===== src/rtl/interrupt_ack_sequencer.sv =====
// Interrupt-cycle controller: IRR capture, rotating-priority resolution against ISR,
// two-pulse INTA acknowledge sequencing and OCW2 EOI/rotation command execution.
module interrupt_ack_sequencer (
    input  logic       clk,
    input  logic       reset,
    input  logic [7:0] ir,
    input  logic       ltim,
    input  logic [7:0] imr,
    input  logic [4:0] vector_base,
    input  logic       auto_eoi,
    input  logic       inta_n,
    input  logic       ocw2_valid,
    input  logic [7:0] ocw2,
    output logic       int_out,
    output logic [7:0] data_out,
    output logic       data_oe,
    output logic [7:0] irr,
    output logic [7:0] isr,
    output logic [2:0] lowest_level
);

    typedef enum logic [1:0] {S_IDLE, S_ACK1, S_GAP, S_ACK2} state_t;

    state_t     r_state, w_state_n;
    logic [7:0] r_ir_prev, r_irr, r_isr, r_data_out;
    logic       r_inta_prev, r_int, r_data_oe, r_aeoi_rotate, r_spurious;
    logic [2:0] r_lowest, r_ack_level;

    logic [7:0] w_irr_n, w_isr_n, w_ack_set, w_eoi_clear, w_aeoi_clear, w_data_out_n;
    logic [2:0] w_lowest_n, w_ack_level_n, w_cand, w_isr_hi;
    logic       w_data_oe_n, w_aeoi_rot_n, w_spurious_n;
    logic       w_cand_found, w_isr_found, w_eligible, w_inta_fall, w_inta_rise;
    logic       w_unused_ocw2;

    // Walks from lowest to highest priority so the last hit is the highest-priority bit.
    function automatic logic [3:0] f_first(input logic [7:0] v, input logic [2:0] low);
        logic [3:0] res;
        logic [2:0] idx;
        res = '0;
        for (int unsigned i = 0; i < 8; i++) begin
            idx = low - 3'(i);
            if (v[idx]) res = {1'b1, idx};
        end
        return res;
    endfunction

    function automatic logic [2:0] f_rank(input logic [2:0] lvl, input logic [2:0] low);
        return lvl - low - 3'd1;
    endfunction

    assign w_unused_ocw2 = ^ocw2[4:3];
    assign w_inta_fall   = r_inta_prev & ~inta_n;
    assign w_inta_rise   = ~r_inta_prev & inta_n;

    always_comb begin
        {w_cand_found, w_cand}  = f_first(r_irr & ~imr, r_lowest);
        {w_isr_found, w_isr_hi} = f_first(r_isr, r_lowest);
        w_eligible = w_cand_found &
                     (~w_isr_found | (f_rank(w_cand, r_lowest) < f_rank(w_isr_hi, r_lowest)));
    end

    always_comb begin
        w_state_n     = r_state;
        w_ack_set     = '0;
        w_eoi_clear   = '0;
        w_aeoi_clear  = '0;
        w_lowest_n    = r_lowest;
        w_aeoi_rot_n  = r_aeoi_rotate;
        w_ack_level_n = r_ack_level;
        w_spurious_n  = r_spurious;
        w_data_out_n  = r_data_out;
        w_data_oe_n   = r_data_oe;

        case (r_state)
            S_IDLE: if (w_inta_fall) begin
                w_state_n = S_ACK1;
                if (w_eligible) begin
                    w_ack_set     = 8'b1 << w_cand;
                    w_ack_level_n = w_cand;
                    w_spurious_n  = 1'b0;
                end else begin
                    w_ack_level_n = 3'd7;
                    w_spurious_n  = 1'b1;
                end
            end
            S_ACK1: if (w_inta_rise) w_state_n = S_GAP;
            S_GAP: if (w_inta_fall) begin
                w_state_n    = S_ACK2;
                w_data_out_n = {vector_base, r_ack_level};
                w_data_oe_n  = 1'b1;
            end
            S_ACK2: if (w_inta_rise) begin
                w_state_n   = S_IDLE;
                w_data_oe_n = 1'b0;
                if (auto_eoi && !r_spurious) begin
                    w_aeoi_clear = 8'b1 << r_ack_level;
                    if (r_aeoi_rotate) w_lowest_n = r_ack_level;
                end
            end
            default: w_state_n = S_IDLE;
        endcase

        // Evaluated after the ack logic so an OCW2 rotation overrides an AEOI rotation.
        if (ocw2_valid) begin
            case (ocw2[7:5])
                3'b001: if (w_isr_found) w_eoi_clear = 8'b1 << w_isr_hi;
                3'b011: w_eoi_clear = 8'b1 << ocw2[2:0];
                3'b101: if (w_isr_found) begin
                    w_eoi_clear = 8'b1 << w_isr_hi;
                    w_lowest_n  = w_isr_hi;
                end
                3'b111: begin
                    w_eoi_clear = 8'b1 << ocw2[2:0];
                    w_lowest_n  = ocw2[2:0];
                end
                3'b110: w_lowest_n = ocw2[2:0];
                3'b100: w_aeoi_rot_n = 1'b1;
                3'b000: w_aeoi_rot_n = 1'b0;
                default: ;
            endcase
        end

        w_irr_n = (ltim ? ir : (r_irr | (ir & ~r_ir_prev))) & ~w_ack_set;
        w_isr_n = (r_isr & ~w_eoi_clear & ~w_aeoi_clear) | w_ack_set;
    end

    always_ff @(posedge clk) begin
        if (reset) begin
            r_state       <= S_IDLE;
            r_ir_prev     <= '0;
            r_inta_prev   <= 1'b1;
            r_irr         <= '0;
            r_isr         <= '0;
            r_int         <= 1'b0;
            r_data_out    <= '0;
            r_data_oe     <= 1'b0;
            r_lowest      <= 3'd7;
            r_aeoi_rotate <= 1'b0;
            r_ack_level   <= 3'd7;
            r_spurious    <= 1'b0;
        end else begin
            r_state       <= w_state_n;
            r_ir_prev     <= ir;
            r_inta_prev   <= inta_n;
            r_irr         <= w_irr_n;
            r_isr         <= w_isr_n;
            r_int         <= (r_state == S_IDLE) & w_eligible;
            r_data_out    <= w_data_out_n;
            r_data_oe     <= w_data_oe_n;
            r_lowest      <= w_lowest_n;
            r_aeoi_rotate <= w_aeoi_rot_n;
            r_ack_level   <= w_ack_level_n;
            r_spurious    <= w_spurious_n;
        end
    end

    assign int_out      = r_int;
    assign data_out     = r_data_out;
    assign data_oe      = r_data_oe;
    assign irr          = r_irr;
    assign isr          = r_isr;
    assign lowest_level = r_lowest;

endmodule

===== config.mk =====
export PLATFORM = sky130hd
export DESIGN_NAME = interrupt_ack_sequencer
export DESIGN_NICKNAME = d
export VERILOG_FILES = /design/src/rtl/interrupt_ack_sequencer.sv
export SDC_FILE = /design/constraint.sdc
export NUM_CORES = 1
export LEC_CHECK = 0
export CORE_ASPECT_RATIO = 2
export CORE_MARGIN = 2
export CORE_UTILIZATION = 56
export DETAILED_ROUTE_END_ITERATION = 12
export MAX_ROUTING_LAYER = met4
export PLACE_DENSITY = 0.82
export SLEW_MARGIN = 20
export SYNTH_ARGS = -nofsm -noshare
export SYNTH_HDL_FRONTEND = slang
export SYNTH_SLANG_ARGS = --single-unit

===== constraint.sdc =====
create_clock -name clk -period 5.9 [get_ports clk]
set_clock_uncertainty 0.1 [all_clocks]
set_input_delay 0.59 -clock clk [delete_from_list [all_inputs] [get_ports clk]]
set_output_delay 0.59 -clock clk [all_outputs]
set_load 0.05 [all_outputs]

==> results of run 1 <==
==> power by group <==
group / switching (W) / internal [W] / leakage, nW
Combinational: 0.000436 / 0.000298 / 1.43
Clock: 0.000113 / 0.000156 / 0.0706
Sequential: 0.0000480 / 0.000343 / 0.370
==> sequential cells by signal, indices dropped and copies added (netlist names) <==
signal,flops
r_ack_level,3
irr,8
isr,8
r_state,2
data_oe,1
int_out,1
data_out,8
r_inta_prev,1
r_spurious,1
r_ir_prev,8
r_aeoi_rotate,1
lowest_level,3
==> worst max-delay path by stage <==
stage	startpoint	endpoint	slack, ns	cells past startpoint
2_1_floorplan	lowest_level[1]	irr[3]	0.49	22
3_3_place_gp	lowest_level[1]	irr[4]	0.64	18
3_5_place_dp	lowest_level[1]	irr[6]	0.59	18
4_1_cts	lowest_level[1]	irr[4]	0.55	18
5_1_grt	lowest_level[1]	irr[3]	0.26	18
6_report	lowest_level[1]	irr[4]	0.54	18
==> critical path: cells and delay by family (launching register included) <==
| kind | cells | cell delay, ns |
|---|---|---|
| xor gates and xnor gates | 3 | 0.66 |
| and+or+nand+nor | 2 | 0.26 |
| DFF | 1 | 0.68 |
| adders and majority gates | 4 | 1.39 |
| muxes | 2 | 0.41 |
| AOI/OAI and AO/OA | 6 | 1.64 |
| buffers and inverters | 1 | 0.11 |
==> Yosys cell counts (all sizes together), types with 15 or more instances <==
| library cell | count | area share [%] |
|---|---|---|
| nand2b | 16 | 2.3 |
| mux4 | 26 | 14 |
| inv | 20 | 1.8 |
| mux2i | 24 | 6.2 |
| nor2 | 41 | 4.0 |
| o21ai | 25 | 2.9 |
| nand2 | 40 | 3.5 |
| nor2b | 27 | 3.9 |
| nand3 | 18 | 2.2 |
| a21oi | 27 | 3.2 |
| dfxtp | 45 | 21 |
| buf | 15 | 2.3 |
==> metrics by stage <==
| step | instance area, µm² | worst slack (ns) | hold WS [ns] |
|---|---|---|---|
| CTS | 5070 | 0.555 | 0.354 |
| finish | 5070 | 0.537 | 0.353 |
| floorplan | 4280 | 0.489 | 0.337 |
| detailed placement | 4930 | 0.587 | 0.346 |
| global placement | 4930 | 0.645 | 0.342 |
| global route | 5070 | 0.255 | 0.371 |
==> metal layers <==
metal	share of wire, %	GRT usage, %
met1	39	36.4
met2	51	47.1
met3	6.6	3.17
met4	3.7	11.0
met5	0	-
==> logic make-up after synthesis <==
| group | Yosys count | synth area share, % |
|---|---|---|
| AND/OR/NAND/NOR | 185 | 23.1 |
| AO/OA/AOI/OAI | 136 | 23.0 |
| multiplexers | 53 | 20.8 |
| buffers and inverters | 48 | 5.23 |
| flip-flops | 45 | 21.0 |
| adder cells (fa/ha/maj) | 13 | 4.15 |
| XOR/XNOR | 9 | 2.72 |
==> layout make-up <==
cell class / instances / area (µm²) / area share (%)
clock inverters: 2 / 10.0 / 0.197
repair buffers: 71 / 686 / 13.5
flip-flops and latches: 45 / 901 / 17.8
clock buffers: 6 / 129 / 2.54
inverters: 20 / 75.1 / 1.48
multi-input cells: 396 / 3160 / 62.2
well taps: 94 / 118 / 2.32
==> flow_summary.ini, run 1 <==
[run_status]
status = completed

[cts]
hold_buffers = 0
cts-root-buf = clkbuf_16
max-clock-path-buffers = 2
cts.sinks = 45
cts_buffers = 5
cts_setup_buffers = 0
post_cts_resized = 0
insertion_delay_ns = 0.29
htree_levels = 2
cts_tree = done
path_clk_slew_ns = 0.06

[place]
dp_cells = 626
io_buffers = 61
gp_congestion = 0.949
dp_hpwl_um = 8550

[synthesis]
synth.distinct_cells = 78
syn_inst = 489
ys_async_sr_fraction_pct = 0
synth-warning-count = 0
synth_flop_cell = dfxtp_1
seq_area_frac_synth_pct = 21.0
synth_seq_cells = 45
synth_area_um2 = 4280
synth_nets = 537
synth-edff-count = 0
avgSynthCellArea_um2 = 8.75

[grt]
grt.overflow.total = 0
grt_pass1_wl_um = 18900
grtUsageTotal_pct = 28.9
antenna_found_initial = 0
grt_start_max_net_pins = 37
grt_pass1_vias = 3890

[floorplan]
start_util_pct = 57.2
fp-row-count = 45
die_h_um = 128
ios = 64
core-area_um2 = 7490
dieWidth_um = 65.8
dieArea_um2 = 8400

[final_layout]
fillers = 642
layout_commonest_cell = clkdlybuf4s50_1
layout_common_cells = clkdlybuf4s50_1, dfxtp_1, nor2_1, nand2_1, nor2b_1
final_cells = 634
nets = 587
final_util_pct = 67.8
n_antenna_cell = 0
syn_to_final_growth_pct = 18.5
drive_above_1_share_pct = 12.6

[critical_path]
slowest_stage = dfxtp_1
endpoint_kind = flop
crit_path_max_fanout = 13
start_kind = flop
worstReg2RegEnd = irr[4]
crit_required_ns = 5.98
r2r_setup_slack_ns = 0.54
critPathMaxStageDelay_ns = 0.68
crit_chain = ha_1 > xor2_2 > mux4_2 > mux2i_1 > a2111oi_0 > o21ai_0 > o2111ai_1 > inv_2 > ha_1 > fa_1 > xor2_1 > xnor2_1 > ha_1 > a21o_1 > a22o_4 > nor2_8 > nand3b_2 > o221a_1
cpMostUsedCell = ha_1
crit_type = flop to flop
ff2ff_path_depth = 18
cp.arrival_ns = 5.44
rr_startpoint = lowest_level[1]

[power]
irDropWorstVdd_v = 0.000213
p_per_area_nw_per_um2 = 275
power.total_w = 0.00139
p_leak_nw = 1.87

[worst_hold_path]
holdPathEnd = data_out[6]
hold_class = flop to flop
hold_path_depth = 2
min-delay-start = data_out[6]

[timing]
worst_pin_slew_ns = 0.871
setup_viol = 0
fin_crit_sh_pct = 90.9
slew_headroom_pct = 41.8
rsz0062_at_grt = false
hold_viol = 0
max_freq_mhz = 186
min_period_ns = 5.36
maxSlewViolCount = 0
setup_tns_ns = 0

[route]
routedWlPerCell_um = 17.9
drt.antenna.violating_nets = 0
routed_via_density = 6.53
vias = 4140
dr.pass1.iters = 5
drt-total-wl_um = 11400
drt_iter0_markers = 400
drc = 0

[flow_run]
cap_violations = 0
Power figures use the tool's default switching activity.
==> run 2, diff against run 1 <==
- CORE_MARGIN: 2 -> default
==> run 2 against run 1 <==
Net effect: core utilization rose by 2.0 points; largest power group unchanged; die area fell by 4.6%; critical endpoint is now irr[3]; critical path type unchanged; register-to-register slack lost 0.12 ns; maximum frequency is 2.2% lower; non-clock buffer count increased by 3; worst hold slack better by 0.0071 ns; final area is 0.69% higher; clock power rose by 11%; worst setup slack lost 0.12 ns; routed wire length grew 11%; sequential share of layout area down 0.12 points.
==> flow_summary.ini, run 2 (same netlist as run 1, synthesis figures left out) <==
[run_status]
status = completed

[timing]
setup_tns_ns = 0
fin_crit_sh_pct = 92.9
max_freq_mhz = 182
setup_viol = 0
rsz0062_at_grt = false
hold_viol = 0
maxSlewViolCount = 0
whs_ns = 0.360
slew_headroom_pct = 61.8
worst_pin_slew_ns = 0.566
min_period_ns = 5.48

[floorplan]
die_h_um = 126
dieWidth_um = 63.8
dieArea_um2 = 8020
fp-row-count = 44
start_util_pct = 58.5
core-area_um2 = 7320
ios = 64

[route]
routed_via_density = 6.47
routedWlPerCell_um = 19.9
drt_iter0_markers = 344
drc = 0
dr.pass1.iters = 5
drt-total-wl_um = 12700
drt.antenna.violating_nets = 0
vias = 4106

[cts]
cts_setup_buffers = 0
cts_buffers = 5
insertion_delay_ns = 0.30
htree_levels = 2
cts_tree = done
cts-root-buf = clkbuf_16
path_clk_slew_ns = 0.07
max-clock-path-buffers = 2
post_cts_resized = 0
cts.sinks = 45
hold_buffers = 0

[critical_path]
r2r_setup_slack_ns = 0.42
cp.arrival_ns = 5.58
worstReg2RegEnd = irr[3]
endpoint_kind = flop
start_kind = flop
crit_required_ns = 5.99
crit_path_max_fanout = 15
crit_type = flop to flop
rr_startpoint = lowest_level[1]
ff2ff_path_depth = 18

[worst_hold_path]
hold_path_depth = 2
holdPathEnd = data_out[1]
hold_class = flop to flop
min-delay-start = data_out[1]

[final_layout]
layout_commonest_cell = clkdlybuf4s50_1
syn_to_final_growth_pct = 19.4
layout_common_cells = clkdlybuf4s50_1, dfxtp_1, nor2_1, nand2_1, nor2b_1
n_antenna_cell = 0
nets = 590
drive_above_1_share_pct = 13.3

[power]
irDropWorstVdd_v = 0.000374
p_leak_nw = 1.89
p_per_area_nw_per_um2 = 282

[place]
io_buffers = 61
dp_hpwl_um = 9820
gp_congestion = 0.981

[grt]
antenna_found_initial = 0
grt_pass1_vias = 4199
grt_start_max_net_pins = 36
grt.overflow.total = 0
grtUsageTotal_pct = 33.9
grt_pass1_wl_um = 20600

[flow_run]
cap_violations = 0
-- run 2: changes by cell type in the layout (fill, tap and decap cells not counted), sizes merged --
cell / previous run / this run
buf: 10 / 13
clkbuf: 6 / 5
clkinv: 2 / 0
inv: 20 / 23
-- run 2: area by class of cell --
class / instances / area (µm²)
multi-input cells: 396 / 3160
repair buffers: 74 / 708
clock buffers: 5 / 125
fillers: 618 / 2210
clock inverters: 3 / 28.8
inverters: 20 / 75.1
flip-flops and latches: 45 / 901
well taps: 92 / 115
-- run 2: layer usage --
layer | share of wire (%) | wire length [µm] | GRT usage [%]
met5 | 0 | 0 | -
met4 | 4.5 | 575 | 17.8
met3 | 3.1 | 394 | 4.08
met2 | 56 | 7130 | 63.2
met1 | 36 | 4570 | 32.8
-- run 2: per-stage QoR --
step	power, W	instance area (µm²)	setup slack, ns	util (%)	std cells
final	0.00144	5110	0.417	69.8	635
after global routing	0.00152	5110	0.235	69.8	635
after CTS	0.00143	5110	0.517	69.8	635
after detailed placement	0.00114	4950	0.542	67.7	627
after global placement	0.00112	4950	0.616	67.7	627
after floorplan	0.000940	4280	0.489	-	489
-- run 2: critical path, cell delays in order, from the launching register on --
cell and delay, ns:
dfxtp_1 0.69, ha_1 0.48, xor2_2 0.35, mux4_2 0.27, mux2i_1 0.13, a2111oi_0 0.49
o21ai_0 0.14, o2111ai_1 0.32, inv_2 0.11, ha_1 0.20, fa_1 0.38, xor2_1 0.18
xnor2_1 0.15, ha_1 0.31, a21o_1 0.17, a22o_4 0.30, nor2_8 0.13, nand3b_1 0.18
o221a_1 0.29
-- run 2: power by group --
group          switching, W  internal [W]  total (W)
combinational      0.000443      0.000304   0.000747
sequential        0.0000497      0.000343   0.000392
clock              0.000136      0.000163   0.000299
total              0.000628      0.000810    0.00144
-- run 2: worst max-delay path by stage --
stage | startpoint | to | slack (ns) | cells after the start
2_1_floorplan | lowest_level[1] | irr[3] | 0.49 | 22
3_5_place_dp | lowest_level[1] | irr[7] | 0.54 | 18
5_1_grt | lowest_level[1] | irr[6] | 0.24 | 18
4_1_cts | lowest_level[1] | irr[7] | 0.52 | 18
6_report | lowest_level[1] | irr[3] | 0.42 | 18
3_3_place_gp | lowest_level[1] | irr[3] | 0.62 | 18
==> variant 1: new RTL, config.mk and constraints of run 2 <==
The 4 states of `state_t` get a one-hot encoding in 4 bits.
--- a/src/rtl/interrupt_ack_sequencer.sv
+++ b/src/rtl/interrupt_ack_sequencer.sv
@@ -20,5 +20,5 @@
 );
 
-    typedef enum logic [1:0] {S_IDLE, S_ACK1, S_GAP, S_ACK2} state_t;
+    typedef enum logic [3:0] {S_IDLE = 4'b0001, S_ACK1 = 4'b0010, S_GAP = 4'b0100, S_ACK2 = 4'b1000} state_t;
 
     state_t     r_state, w_state_n;
Formal check against the unedited RTL: same outputs for any inputs over 4 cycles, from zero or initial values and one cycle with reset high; so few cycles prove little.
==> variant 1 against run 2 <==
- sequential share of layout area increased by 1.1 points
- wire length decreased by 5.9%
- critical path depth increased by 1
- power decreased by 15%
- worst setup slack got worse by 17 ps
- area after synthesis decreased by 2.8%
- sequential cell count increased by 2
- final area decreased by 1.3%
- critical path type unchanged
==> variant 1: results (changes against run 2) <==
{| class="wikitable"
! Metric !! Value
|-
| Portion of netlist area occupied by mux cells || 23.9% (+3.2 points)
|-
| Non-Clock Buffer Area Fraction || 14.3% (+0.49 points)
|-
| Internal portion of total power || 776 uW (-4.1%)
|-
| Wire length of the first global-routing pass || 19100 um (-7.4%)
|-
| Placed wire-length estimate || 9120 um (-7.2%)
|-
| DR vias/cell || 6.76 (+4.6%)
|-
| Register-to-register setup slack || 400 ps (-20 ps)
|-
| Status || completed
|-
| Fill cell total of the finished layout || 579 (-6.3%)
|-
| Met2 GRT Util || 59.6% (-3.6 points)
|-
| Number of cells on the worst reg-to-reg path || 19 (+1)
|-
| Synth Area in Adders || 2.77% (-1.4 points)
|-
| Arrival time of data at the critical path endpoint || 5640 ps (+60 ps)
|-
| Total nets after synthesis || 506 (-5.8%)
|-
| Max IR drop VDD || 0.000292 V (-22%)
|-
| Synth area leaders || sky130_fd_sc_hd__dfxtp_1 23%, sky130_fd_sc_hd__mux4_2 15%, sky130_fd_sc_hd__mux2i_1 5.8%
|-
| Hold EP || r_aeoi_rotate$_SDFFE_PP0P_
|-
| Slew at the pin with the worst max-slew slack || 903 ps (+336 ps)
|-
| Most frequent cells after synthesis || 47 x sky130_fd_sc_hd__dfxtp_1, 35 x sky130_fd_sc_hd__nand2_1, 34 x sky130_fd_sc_hd__nor2_1
|-
| Leakage Power || 1.95 nW (+3.2%)
|-
| Sw frac || 36.8% (-6.9 points)
|-
| Violation count after the first detailed-route iteration || 326 (-5.2%)
|-
| Global router's overall resource usage || 32.3% (-1.6 points)
|-
| Count of clock buffers in the final design || 6 (+1)
|-
| Pin count of the biggest net entering global routing || 40 (+11%)
|-
| Met1 track demand over resource in global routing || 32.3% (-0.53 points)
|-
| Proportion of power drawn by combinational gates || 42.5% (-9.4 points)
|-
| Chip Width || 62.9 um (-1.4%)
|-
| Netlist cell types || 70 (-10%)
|-
| Routability Congestion || 0.971 (-1.1%)
|-
| Multi-input combinational cell count || 377 (-4.8%)
|-
| Util after Layout || 69.9% (+0.11 points)
|-
| Number of buffers other than clock buffers in the final layout || 76 (+2.7%)
|-
| Met2 wire length || 6740 um (-5.4%)
|-
| Via count || 4139 (+0.80%)
|-
| Number of sinks handled by clock tree synthesis || 47 (+4.4%)
|-
| Post-Place Cells || 604 (-3.7%)
|-
| Clock buf/inv share || 3.53% (+0.51 points)
|-
| Xor-xnor portion of the synthesized cell area || 2.11% (-0.61 points)
|-
| Met3 usage in global routing || 2.47% (-1.6 points)
|-
| Multi-input logic portion of the cell area || 60.2% (-1.6 points)
|-
| Fraction of final layout cells with drive strength greater than 1 || 15.2% (+1.9 points)
|}
==> variant 1: changes by cell type after synthesis, moves of 7 or more <==
cell	change
sky130_fd_sc_hd__nor2b_1	-7
sky130_fd_sc_hd__nor3_1	+7
sky130_fd_sc_hd__mux2_2	+8
sky130_fd_sc_hd__o21ai_0	-8
sky130_fd_sc_hd__o22ai_1	-7
==> variant 1: worst max path at each step <==
stage	start	to	cells past startpoint
after CTS	lowest_level[1]$_SDFF_PP1_	isr[0]$_SDFF_PP0_	19
after global placement	imr[2]	isr[0]$_SDFF_PP0_	17
after detailed placement	imr[6]	isr[0]$_SDFF_PP0_	18
after global routing	lowest_level[1]$_SDFF_PP1_	isr[0]$_SDFF_PP0_	19
final	lowest_level[1]$_SDFF_PP1_	isr[0]$_SDFF_PP0_	19
after floorplan	lowest_level[1]$_SDFF_PP1_	irr[4]$_SDFF_PP0_	22
==> variant 2: new RTL, flow settings as in run 2 <==
Without the edit above. Take the reset off `r_data_out` and load it in a clocked block of its own.
--- a/src/rtl/interrupt_ack_sequencer.sv
+++ b/src/rtl/interrupt_ack_sequencer.sv
@@ -133,5 +133,4 @@
             r_isr         <= '0;
             r_int         <= 1'b0;
-            r_data_out    <= '0;
             r_data_oe     <= 1'b0;
             r_lowest      <= 3'd7;
@@ -146,5 +145,4 @@
             r_isr         <= w_isr_n;
             r_int         <= (r_state == S_IDLE) & w_eligible;
-            r_data_out    <= w_data_out_n;
             r_data_oe     <= w_data_oe_n;
             r_lowest      <= w_lowest_n;
@@ -153,4 +151,8 @@
             r_spurious    <= w_spurious_n;
         end
+    end
+
+    always_ff @(posedge clk) begin
+        r_data_out <= w_data_out_n;
     end
 
Behaviour: differs if reset is asserted again (counterexample within 4 cycles, from zero or initial values and one cycle with reset high); with reset held inactive, the same outputs for 4 cycles.
==> variant 2 against run 2 <==
- global-route usage increased by 0.28 points
- utilization is 0.24 points higher
- first-iteration DRC count fell by 19%
- sequential cell count did not move
- clock power shrank 4%
- non-clock buffer count rose by 7
- critical path depth unchanged
- area after synthesis decreased by 1.6%
- wire length decreased by 1.3%
- synthesized cell count is 7.0% lower
- worst setup slack worse by 160 ps
- power decreased by 0.32%
- final area shrank 0.42%
==> variant 2: results (changes against run 2) <==
{| class="wikitable"
! Metric !! Value
|-
| Status || completed
|-
| Via count of the first global-routing pass || 4134 (-1.5%)
|-
| Number of detailed-route iterations in the first pass || 5 (unchanged)
|-
| Worst setup timing slack at the placement stage || 269 ps (-273 ps)
|-
| Violation count after the first detailed-route iteration || 278 (-19%)
|-
| Leakage Power || 1.94 nW (+2.9%)
|-
| Number of cells on the worst reg-to-reg path || 18 (unchanged)
|-
| Reg-to-Reg Start || lowest_level[0]$_SDFF_PP1_
|-
| Net total in the final layout || 568 (-3.7%)
|-
| Most frequent cells after synthesis || 37 x sky130_fd_sc_hd__dfxtp_1, 32 x sky130_fd_sc_hd__nor2_1, 26 x sky130_fd_sc_hd__nand2_1
|-
| Wire length of the first global-routing pass || 20700 um (+0.37%)
|-
| Netlist cell types || 84 (+7.7%)
|-
| Worst-path clk slew || 70 ps (about the same)
|-
| Worst hold path type || flip-flop to flip-flop
|-
| Aggregate negative setup slack || 0 ps (unchanged)
|-
| Hold_sp || r_aeoi_rotate$_SDFFE_PP0P_
|-
| Largest stage delay on the critical path || 680 ps
|-
| Total nets after synthesis || 503 (-6.3%)
|-
| Per-cell routed wire length || 20.4 um (+2.2%)
|-
| Slew at the pin with the worst max-slew slack || 632 ps (+65.6 ps)
|-
| Portion of synthesized cell area occupied by the leading cell type || 17.6% (-3.5 points)
|-
| Register-to-register setup slack || 260 ps (-160 ps)
|-
| Routability Congestion || 0.972 (-0.92%)
|-
| Buffers on Ports || 61 (unchanged)
|-
| Fraction of final layout cells with drive strength greater than 1 || 14.2% (+0.94 points)
|-
| Global router's overall resource usage || 34.2% (+0.28 points)
|-
| Max IR drop VDD || 0.000274 V (-27%)
|-
| Crit Reg-Reg Endpoint || irr[4]$_SDFF_PP0_
|-
| Number of enable flip-flop cells after synthesis || 8 (+8)
|-
| Async set or reset register ratio after synthesis || 0% (unchanged)
|-
| Synth area leaders || sky130_fd_sc_hd__dfxtp_1 18%, sky130_fd_sc_hd__mux4_2 11%, sky130_fd_sc_hd__edfxtp_1 5.7%
|-
| PostCTS Resize Cnt || 0 (unchanged)
|-
| Arrival time of data at the critical path endpoint || 5700 ps (+120 ps)
|-
| Main flop type after synthesis || sky130_fd_sc_hd__dfxtp_1
|-
| Setup repair bufs after CTS || 0 (unchanged)
|-
| CP delay by family, top || adder cells
|-
| Seq/Total Area, Yosys || 23.3% (+2.2 points)
|-
| Slowest-stage cell, CP || sky130_fd_sc_hd__ha_1
|-
| Count of yosys warnings during synthesis || 0 (unchanged)
|-
| Number of buffers added by the clock tree synthesis step || 5 (unchanged)
|-
| Pin count of the biggest net entering global routing || 33 (-8.3%)
|-
| Number of antenna repair diodes || 0 (unchanged)
|-
| Max Root-Sink Buffers || 2 (unchanged)
|-
| DR vias/cell || 6.59 (+1.9%)
|-
| Hold EP || r_aeoi_rotate$_SDFFE_PP0P_
|-
| Placed wire-length estimate || 9680 um (-1.5%)
|-
| Antenna violations before repair || 0 (unchanged)
|}
[variant 2: cell count changes in the layout (fill, tap and decap cells not counted), sizes merged, moves of 8 or more]
| cell | before | now |
|---|---|---|
| a21boi | 9 | 1 |
| a21oi | 27 | 17 |
| a221oi | 3 | 11 |
| dfxtp | 45 | 37 |
| edfxtp | 0 | 8 |
| nand2 | 40 | 28 |
| nand3 | 18 | 7 |
| nor2 | 41 | 32 |
| nor2b | 27 | 19 |
[variant 2: cells by family after synthesis]
| family | count (synthesis) | synth area share [%] |
|---|---|---|
| mux | 54 | 20.1 |
| xor+xnor | 8 | 2.47 |
| flops | 45 | 23.3 |
| buf+inv | 47 | 5.73 |
| fa+ha+maj | 13 | 4.22 |
| compound gates | 136 | 24.6 |
| simple gates | 152 | 19.6 |
[variant 2: power by group]
group	internal, mW	switching [mW]
combinational	0.308	0.432
clock	0.159	0.126
sequential	0.355	0.0531
[variant 2: stage by stage]
| stage | hold slack (ps) | cell area (um^2) | util [%] | instances |
|---|---|---|---|---|
| 3_3_place_gp | 373 | 4940 | 68.0 | 605 |
| 6_report | 389 | 5090 | 70.0 | 613 |
| 4_1_cts | 390 | 5090 | 70.0 | 613 |
| 3_5_place_dp | 381 | 4940 | 68.0 | 605 |
| 2_1_floorplan | 337 | 4210 | - | 455 |
| 5_1_grt | 408 | 5090 | 70.0 | 613 |
[variant 2: worst max-delay path by stage]
| stage | from | to | slack, ps | cells past startpoint |
|---|---|---|---|---|
| after floorplan | lowest_level[0]$_SDFF_PP1_ | isr[0]$_SDFF_PP0_ | 230 | 24 |
| after global placement | imr[5] | irr[4]$_SDFF_PP0_ | 380 | 20 |
| after detailed placement | imr[5] | irr[4]$_SDFF_PP0_ | 270 | 20 |
| after CTS | lowest_level[0]$_SDFF_PP1_ | irr[4]$_SDFF_PP0_ | 290 | 18 |
| after global routing | lowest_level[0]$_SDFF_PP1_ | isr[1]$_SDFF_PP0_ | 90 | 18 |
| final | lowest_level[0]$_SDFF_PP1_ | irr[4]$_SDFF_PP0_ | 260 | 18 |
[variant 2: routing by layer]
layer | track usage, % | up-vias | part of all wire (%)
met5 | - | - | 0
met4 | 15.4 | 0 | 2.7
met3 | 2.84 | 34 | 3.1
met2 | 62.6 | 140 | 58
met1 | 35.9 | 1972 | 36
li1 | - | 1895 | -
[variant 2: final cells by class]
type                       instances  area, um^2
clock buffer                       5         125
multi-input combinational        363        2990
timing repair buffer              81         761
inverter                          24        92.6
tap                               92         115
clock inverter                     3        23.8
fill                             623        2180
sequential                        45         981
